<file path="src/rtl/nibble_serial_addsub.sv">
// Multi-word add/subtract: streams operands through a 4-bit ripple-carry slice one
// nibble per cycle (LSB first) with a registered inter-nibble carry.
module nibble_serial_addsub #(
    parameter int WIDTH = 16
) (
    input  logic             clk,
    input  logic             rst,
    input  logic             in_valid,
    output logic             in_ready,
    input  logic [WIDTH-1:0] a,
    input  logic [WIDTH-1:0] b,
    input  logic             sub,
    output logic             out_valid,
    input  logic             out_ready,
    output logic [WIDTH-1:0] q,
    output logic             cout,
    output logic             ovf,
    output logic             zero
);
    localparam int N  = WIDTH / 4;
    localparam int IW = (N > 1) ? $clog2(N) : 1;

    typedef enum logic [1:0] {IDLE, RUN, DONE} state_t;

    state_t             r_state;
    state_t             w_state_next;
    logic [WIDTH-1:0]   r_a;
    logic [WIDTH-1:0]   r_b;
    logic               r_carry;
    logic [IW-1:0]      r_idx;
    logic [WIDTH-1:0]   r_q;
    logic               r_cout;
    logic               r_ovf;
    logic               r_zero;

    logic [3:0]         w_a_nib [N];
    logic [3:0]         w_b_nib [N];
    logic [3:0]         w_a_sel;
    logic [3:0]         w_b_sel;
    logic [3:0]         w_sum;
    logic [4:0]         w_c;
    logic [WIDTH-1:0]   w_q_next;
    logic               w_last;
    logic               w_accept;
    logic               w_release;

    generate
        for (genvar gi = 0; gi < N; gi++) begin : g_nib
            assign w_a_nib[gi] = r_a[4*gi +: 4];
            assign w_b_nib[gi] = r_b[4*gi +: 4];
            // Only the nibble being computed this cycle is replaced.
            assign w_q_next[4*gi +: 4] = (r_idx == IW'(gi)) ? w_sum : r_q[4*gi +: 4];
        end
    endgenerate

    assign w_a_sel = w_a_nib[r_idx];
    assign w_b_sel = w_b_nib[r_idx];

    // 4-bit ripple-carry slice
    assign w_c[0] = r_carry;
    generate
        for (genvar gi = 0; gi < 4; gi++) begin : g_fa
            assign w_sum[gi]  = w_a_sel[gi] ^ w_b_sel[gi] ^ w_c[gi];
            assign w_c[gi+1]  = (w_a_sel[gi] & w_b_sel[gi]) | (w_c[gi] & (w_a_sel[gi] ^ w_b_sel[gi]));
        end
    endgenerate

    assign w_last    = (r_idx == IW'(N - 1));
    assign w_accept  = (r_state == IDLE) && in_valid;
    assign w_release = (r_state == DONE) && out_ready;

    always_ff @(posedge clk or posedge rst) begin
        if (rst) begin
            r_state <= IDLE;
        end else begin
            r_state <= w_state_next;
        end
    end

    always_comb begin
        w_state_next = r_state;
        case (r_state)
            IDLE:    if (in_valid)  w_state_next = RUN;
            RUN:     if (w_last)    w_state_next = DONE;
            DONE:    if (out_ready) w_state_next = IDLE;
            default: w_state_next = IDLE;
        endcase
    end

    always_ff @(posedge clk or posedge rst) begin
        if (rst) begin
            r_a     <= '0;
            r_b     <= '0;
            r_carry <= 1'b0;
            r_idx   <= '0;
            r_q     <= '0;
            r_cout  <= 1'b0;
            r_ovf   <= 1'b0;
            r_zero  <= 1'b0;
        end else if (w_accept) begin
            // Subtraction is a + ~b + 1: invert B once and seed the carry with sub.
            r_a     <= a;
            r_b     <= sub ? ~b : b;
            r_carry <= sub;
            r_idx   <= '0;
        end else if (r_state == RUN) begin
            r_q     <= w_q_next;
            r_carry <= w_c[4];
            r_idx   <= r_idx + 1'b1;
            if (w_last) begin
                r_cout <= w_c[4];
                r_ovf  <= (r_a[WIDTH-1] == r_b[WIDTH-1]) && (w_sum[3] != r_a[WIDTH-1]);
                r_zero <= (w_q_next == '0);
            end
        end else if (w_release) begin
            r_idx   <= '0;
        end
    end

    assign in_ready  = (r_state == IDLE);
    assign out_valid = (r_state == DONE);
    assign q         = r_q;
    assign cout      = r_cout;
    assign ovf       = r_ovf;
    assign zero      = r_zero;

endmodule

</file>
<file path="config.mk">
export PLATFORM = sky130hd
export DESIGN_NAME = nibble_serial_addsub
export DESIGN_NICKNAME = d
export VERILOG_FILES = /design/src/rtl/nibble_serial_addsub.sv
export SDC_FILE = /design/constraint.sdc
export NUM_CORES = 1
export LEC_CHECK = 0
export CORE_MARGIN = 3
export CORE_UTILIZATION = 46
export DETAILED_ROUTE_END_ITERATION = 7
export MAX_ROUTING_LAYER = met4
export PLACE_DENSITY = 0.77
export SLEW_MARGIN = 10
export SYNTH_ARGS = -nofsm -noshare
export SYNTH_HDL_FRONTEND = slang
export SYNTH_SLANG_ARGS = --single-unit
</file>
<file path="constraint.sdc">
create_clock -name clk -period 3.3 [get_ports clk]
set_input_delay 0.66 -clock clk [delete_from_list [all_inputs] [get_ports clk]]
set_output_delay 0.66 -clock clk [all_outputs]
set_load 0.03 [all_outputs]
</file>
# ---- Word level (Yosys, flattened, before mapping)
# Index checks and enable logic that the tools add are counted.
dict set report word_totals {
  output_inout_bits 21
  regBits 56
  wordCells 75
}
dict set report classes {
  n_addsub 1
  muxes 20
  n_bitwise 23
  n_reduce_logical 11
  n_lt_le_gt_ge 1
  n_eq_ne 10
}
# op n
set ops {}
lappend ops {{4-bit two-way mux} 8}
lappend ops {{4-bit binary-select mux with 2-bit select} 2}
lappend ops {{16-bit zero test} 1}
lappend ops {{16-bit two-way mux} 1}
lappend ops {{16-bit NOT} 1}
lappend ops {{2-bit two-way mux} 6}
lappend ops {{1-bit AND} 8}
lappend ops {{1-bit bitwise XOR} 8}
lappend ops {{2-bit equality test, second input constant} 3}
lappend ops {{2-bit one-hot mux with 3 select lines} 1}
lappend ops {{3-bit AND reduction} 2}
lappend ops {{2-bit by 1-bit equality test with 1-bit output, second input constant} 2}
lappend ops {{2-bit zero test} 2}
lappend ops {{2-bit != test, second input constant} 2}
lappend ops {{1-bit OR} 4}
lappend ops {{3-bit >= comparator, second input constant} 1}
lappend ops {{1-bit logical AND} 3}
lappend ops {{2-bit NOT with 3-bit output} 1}
lappend ops {{3-bit nonzero test} 1}
lappend ops {{2-bit by 1-bit adder with 2-bit output, second input constant} 1}
lappend ops {{1-bit two-way mux} 2}
lappend ops {{2-bit by 1-bit != test with 1-bit output, second input constant} 1}
lappend ops {{2-bit AND reduction} 1}
lappend ops {{2-bit nonzero test} 1}
lappend ops {{other kinds (3)} 3}

# ---- Depth between registers and ports, before layout
dict set report depth {
  word_depth 15
  depth_mapped 11
}

# ---- Least setup slack after synthesis
# Ideal clock, no wire load.
dict set report synth_timing {
  path_kind {reg-to-reg}
  start {register r_idx[0]}
  end {register r_zero (netlist: zero)}
  path_stages_with_launch 12
  path_buffers 1
  arrival_ns 3.367
  path_slack_ns -0.158
  period_less_slack_ns 3.458
  cell_sequence {dfrtp_1 > buf_2 > mux4_2 > fa_1 > fa_1 > fa_1 > inv_1 > fa_1 > nand2b_1 > a2111oi_2 > o211ai_1 > o31ai_2}
}
dict set report synth_via {
  elab_chain_len 14
  word_cells_on_any_way 34
}
# item line
set synth_lines {}
lappend synth_lines {{start: declaration} 30} ;# logic [IW-1:0] r_idx;
lappend synth_lines {{start signal: assignment} 109} ;# r_idx <= r_idx + 1'b1;
lappend synth_lines {{2-bit NOT with 3-bit output (implied by the code)} {56, 57}}
lappend synth_lines {{4-bit binary-select mux with 2-bit select, on equally long branches} {56, 57}}
lappend synth_lines {{4-bit two-way mux, on equally long branches (2 in series)} {56, 57}}
lappend synth_lines {{1-bit bitwise XOR} {63, 64}}
lappend synth_lines {{1-bit AND} 64} ;# assign w_c[gi+1] = (w_a_sel[gi] & w_b_sel[gi]) | (w_c[gi] & (w_a_sel[gi] ^ w_b_sel[gi]));
lappend synth_lines {{1-bit OR} 64}
lappend synth_lines {{1-bit AND} 64}
lappend synth_lines {{1-bit OR} 64}
lappend synth_lines {{1-bit AND} 64}
lappend synth_lines {{1-bit OR} 64}
lappend synth_lines {{1-bit bitwise XOR} 63} ;# assign w_sum[gi] = w_a_sel[gi] ^ w_b_sel[gi] ^ w_c[gi];
lappend synth_lines {{4-bit two-way mux} 52} ;# assign w_q_next[4*gi +: 4] = (r_idx == IW'(gi)) ? w_sum : r_q[4*gi +: 4];
lappend synth_lines {{16-bit zero test} 113} ;# r_zero <= (w_q_next == '0);
lappend synth_lines {{end signal: assignment} 113}
lappend synth_lines {{end: declaration} 34} ;# logic r_zero;
# Parallel ways exist; a longest one is shown, timed or not. The select of a mux whose other input is x is not followed.
# A chain may end at the register's enable or synchronous reset.

# ---- Worst setup path after layout
dict set report layout_timing {
  start {register r_idx[0]}
  end {register r_ovf (netlist: ovf)}
}
dict set report layout_via {
  elab_chain_len 14
  word_cells_on_any_way 25
}
# item line
set layout_lines {}
lappend layout_lines {{2-bit NOT with 3-bit output (implied by the code)} {56, 57}}
lappend layout_lines {{4-bit binary-select mux with 2-bit select, on equally long branches} {56, 57}}
lappend layout_lines {{4-bit two-way mux, on equally long branches (2 in series)} {56, 57}}
lappend layout_lines {{1-bit bitwise XOR} 64}
lappend layout_lines {{1-bit AND} 64}
lappend layout_lines {{1-bit OR} 64}
lappend layout_lines {{1-bit AND} 64}
lappend layout_lines {{1-bit OR} 64}
lappend layout_lines {{1-bit AND} 64}
lappend layout_lines {{1-bit OR} 64}
lappend layout_lines {{1-bit bitwise XOR} 63}
lappend layout_lines {{1-bit != test} 112} ;# r_ovf <= (r_a[WIDTH-1] == r_b[WIDTH-1]) && (w_sum[3] != r_a[WIDTH-1]);
lappend layout_lines {{1-bit logical AND} 112}
lappend layout_lines {{end signal: assignment} 112}
lappend layout_lines {{end: declaration} 33} ;# logic r_ovf;
# Parallel ways exist; a longest one is shown, timed or not. The select of a mux whose other input is x is not followed.

==> flow_summary.json <==
{
  "rows": 27,
  "holdPathEnd": "q[12]",
  "final_nets": 323,
  "arrival_ns": 3.37,
  "grt_first_pass_wirelength_mm": 9.18,
  "crit_chain": "mux4_2 -> fa_2 -> fa_2 -> fa_2 -> inv_2 -> fa_2 -> buf_6 -> and3_2 -> nor2_2 -> o21ai_0",
  "insertion_delay_ns": 0.31,
  "start_util": 0.486,
  "vias_per_cell": 5.23,
  "worst_slew_pin_slew_ns": 0.863,
  "ys_seq_elements": 56,
  "yosysUniqueCellTypes": 32,
  "setup_violations": 0,
  "grtUsageTotal": 0.172,
  "period_minus_slack_ns": 3.20,
  "critPathMaxFanout": 5,
  "p_per_area_mw_per_mm2": 1200,
  "post-route-drc-count": 0,
  "r2r-end": "ovf",
  "avgSynthCellArea_sq_um": 12.7,
  "core-area_sq_mm": 0.00561,
  "slew_headroom": 0.423,
  "dr.first_iter.drc_count": 88,
  "setup_ws_ns": 0.103,
  "yosysSeqAreaShare": 0.514,
  "cts_root_buf": "clkbuf_8",
  "yosysWarningCount": 0,
  "syn_nets": 260,
  "fill_cells": 469,
  "io_buffers": 57,
  "grt_pass1_vias": 1887,
  "cp_common_cell": "fa_2",
  "grt_start_max_net_pins": 27,
  "slowest_delay_ns": 0.53,
  "clockBufferDepth": 2,
  "r2r_slack_ns": 0.10,
  "critPathLaunchType": "flip-flop",
  "r2r-start": "r_idx[0]",
  "drt_pass1_iterations": 4,
  "place.gp.congestion": 0.782,
  "finalCritPeriodShare": 0.969,
  "hold_start": "q[12]",
  "hp-class": "flip-flop to flip-flop",
  "diodes": 0,
  "p_leak_nw": 1.47,
  "finalWirelength_mm": 5.28,
  "cts_max_level": 2,
  "io_pins": 58,
  "cts_tree": "built",
  "ir_drop_v": 0.000804,
  "syn_to_final_growth_pct": 29.8,
  "drtAntennaViolNets": 0,
  "fin_util": 0.631,
  "clk_pin_slew_ns": 0.10,
  "hold_violations": 0,
  "dieArea_sq_mm": 0.00689,
  "cts.sinks": 56,
  "synth.area.top_cells": "dfrtp_1 (51%), mux2_4 (7.7%), mux4_2 (6.6%), xnor2_1 (5.1%), a21oi_1 (3.3%)",
  "max_cap_viol_count": 0,
  "status": "completed",
  "instances_no_fill": 351,
  "pre_cts_ws_ns": -0.00151,
  "crit_slowest_cell": "mux4_2",
  "synth_top_cell_by_area": "dfrtp_1",
  "gr-total-overflow": 0,
  "slew_violations": 0,
  "startpoint": "r_idx[0]",
  "place_inst": 341,
  "numCtsBuffers": 5,
  "holdPathStages": 1,
  "reg2reg_depth": 10,
  "synth_area_sq_mm": 0.00273,
  "final_cell_mix": "clkdlybuf4s50_1 (57), dfrtp_1 (55), nor2_1 (20), a21oi_1 (18), xnor2_1 (16)",
  "netlist.area_leader.share": 0.514,
  "critical_path_class": "flip-flop to flip-flop",
  "synthesis.instances": 215,
  "die_w_um": 83.0,
  "final_common_cell": "clkdlybuf4s50_1",
  "antenna_found_initial": 0,
  "clock.fmax_mhz": 313,
  "crit_path_end_kind": "flip-flop",
  "num_vias": 1834,
  "layout-drive-gt1-share": 0.219,
  "required_ns": 3.48,
  "die_height_um": 83.0,
  "wl_per_cell_um": 15.0,
  "fin_skew_ns": 0.00805,
  "hpwl_mm": 4.10
}
how the worst max path moves through the flow:
stage / to / slack, ns / depth (start not counted)
floorplan: zero / 0.03 / 11
global placement: zero / 0.04 / 10
detailed placement: zero / -0.002 / 10
CTS: zero / 0.01 / 10
global route: zero / -0.01 / 10
finish: ovf / 0.10 / 10
through the flow:
step | hold WS (ns) | instance area, sq um | power (mW) | TNS, ns
finish | 0.504 | 3540 | 4.26 | 0
global route | 0.535 | 3540 | 4.59 | -0.0116
CTS | 0.500 | 3520 | 4.10 | 0
detailed placement | 0.477 | 3390 | 3.61 | -0.00151
global placement | 0.472 | 3390 | 3.54 | 0
floorplan | 0.453 | 2740 | 2.90 | 0
sequential cells by signal, summed over array words and instances (netlist names):
| name | flops |
|---|---|
| zero | 1 |
| ovf | 1 |
| r_idx | 2 |
| cout | 1 |
| r_state | 2 |
| q | 16 |
| r_b | 16 |
| r_a | 16 |
| r_carry | 1 |
routing by layer:
metal,vias to the layer above,global-route usage,share of wire
met5,-,-,0
met3,6,0.0397,0.042
met1,908,0.207,0.44
li1,873,-,-
met2,47,0.291,0.50
met4,0,0.0490,0.015
synth_stat cells:
master	count
a2111oi_2	1
a21oi_1	18
a22o_1	1
and2_1	1
and2b_2	1
and3_2	1
buf_2	7
buf_4	1
buf_6	2
clkbuf_1	1
dfrtp_1	56
fa_1	4
ha_1	4
inv_1	7
inv_2	1
mux2_1	8
mux2_2	7
mux2_4	14
mux4_2	8
nand2_1	14
nand2b_1	2
nor2_1	21
nor2b_1	1
nor3_1	4
nor4_1	1
o211ai_1	1
o21ai_0	8
o21bai_1	1
o221ai_1	1
o22a_1	1
o31ai_2	1
xnor2_1	16
power breakdown:
part | internal (mW) | leakage (nW) | total, mW | switching [mW]
Clock | 0.268 | 0.0645 | 0.480 | 0.212
Combinational | 1.28 | 0.751 | 2.50 | 1.22
Sequential | 1.03 | 0.656 | 1.27 | 0.238
Total | 2.58 | 1.47 | 4.26 | 1.67
logic make-up (layout without fill, tap and decap cells):
family,Yosys count,after routing,synth area share
buffers and inverters,19,83,0.0362
AOI/OAI and AO/OA,33,33,0.0729
muxes,37,37,0.205
DFF,56,56,0.514
and+or+nand+nor,46,46,0.0729
adders and majority gates,8,8,0.0477
xor gates and xnor gates,16,16,0.0514
cell type report:
cell class                 count  area, sq um  area share
sequential                    56         1400       0.396
multi-input combinational    140         1240       0.351
inverter                       8         30.0     0.00848
clock inverter                 1         30.0     0.00848
clock buffer                   7         96.3      0.0272
tap                           72         90.1      0.0255
timing repair buffer          67          649       0.183
what timing repair did:
| action | in CTS | in global routing |
|---|---|---|
| hold buffers | 0 | 0 |
| endpoints found under the setup margin | 1 | 2 |
| resized for setup | 1 | 4 |
| pin swaps | 0 | 3 |
| setup buffers | 0 | 2 |
| endpoints found under the hold margin | 0 | 0 |
critical path: cells and delay by family (launching register included):
kind | cells | cell delay, ns
compound gates | 1 | 0.07
fa+ha+maj | 4 | 1.53
buf+inv | 2 | 0.20
flops | 1 | 0.42
mux | 1 | 0.53
simple gates | 2 | 0.30
Power figures use the tool's default switching activity.
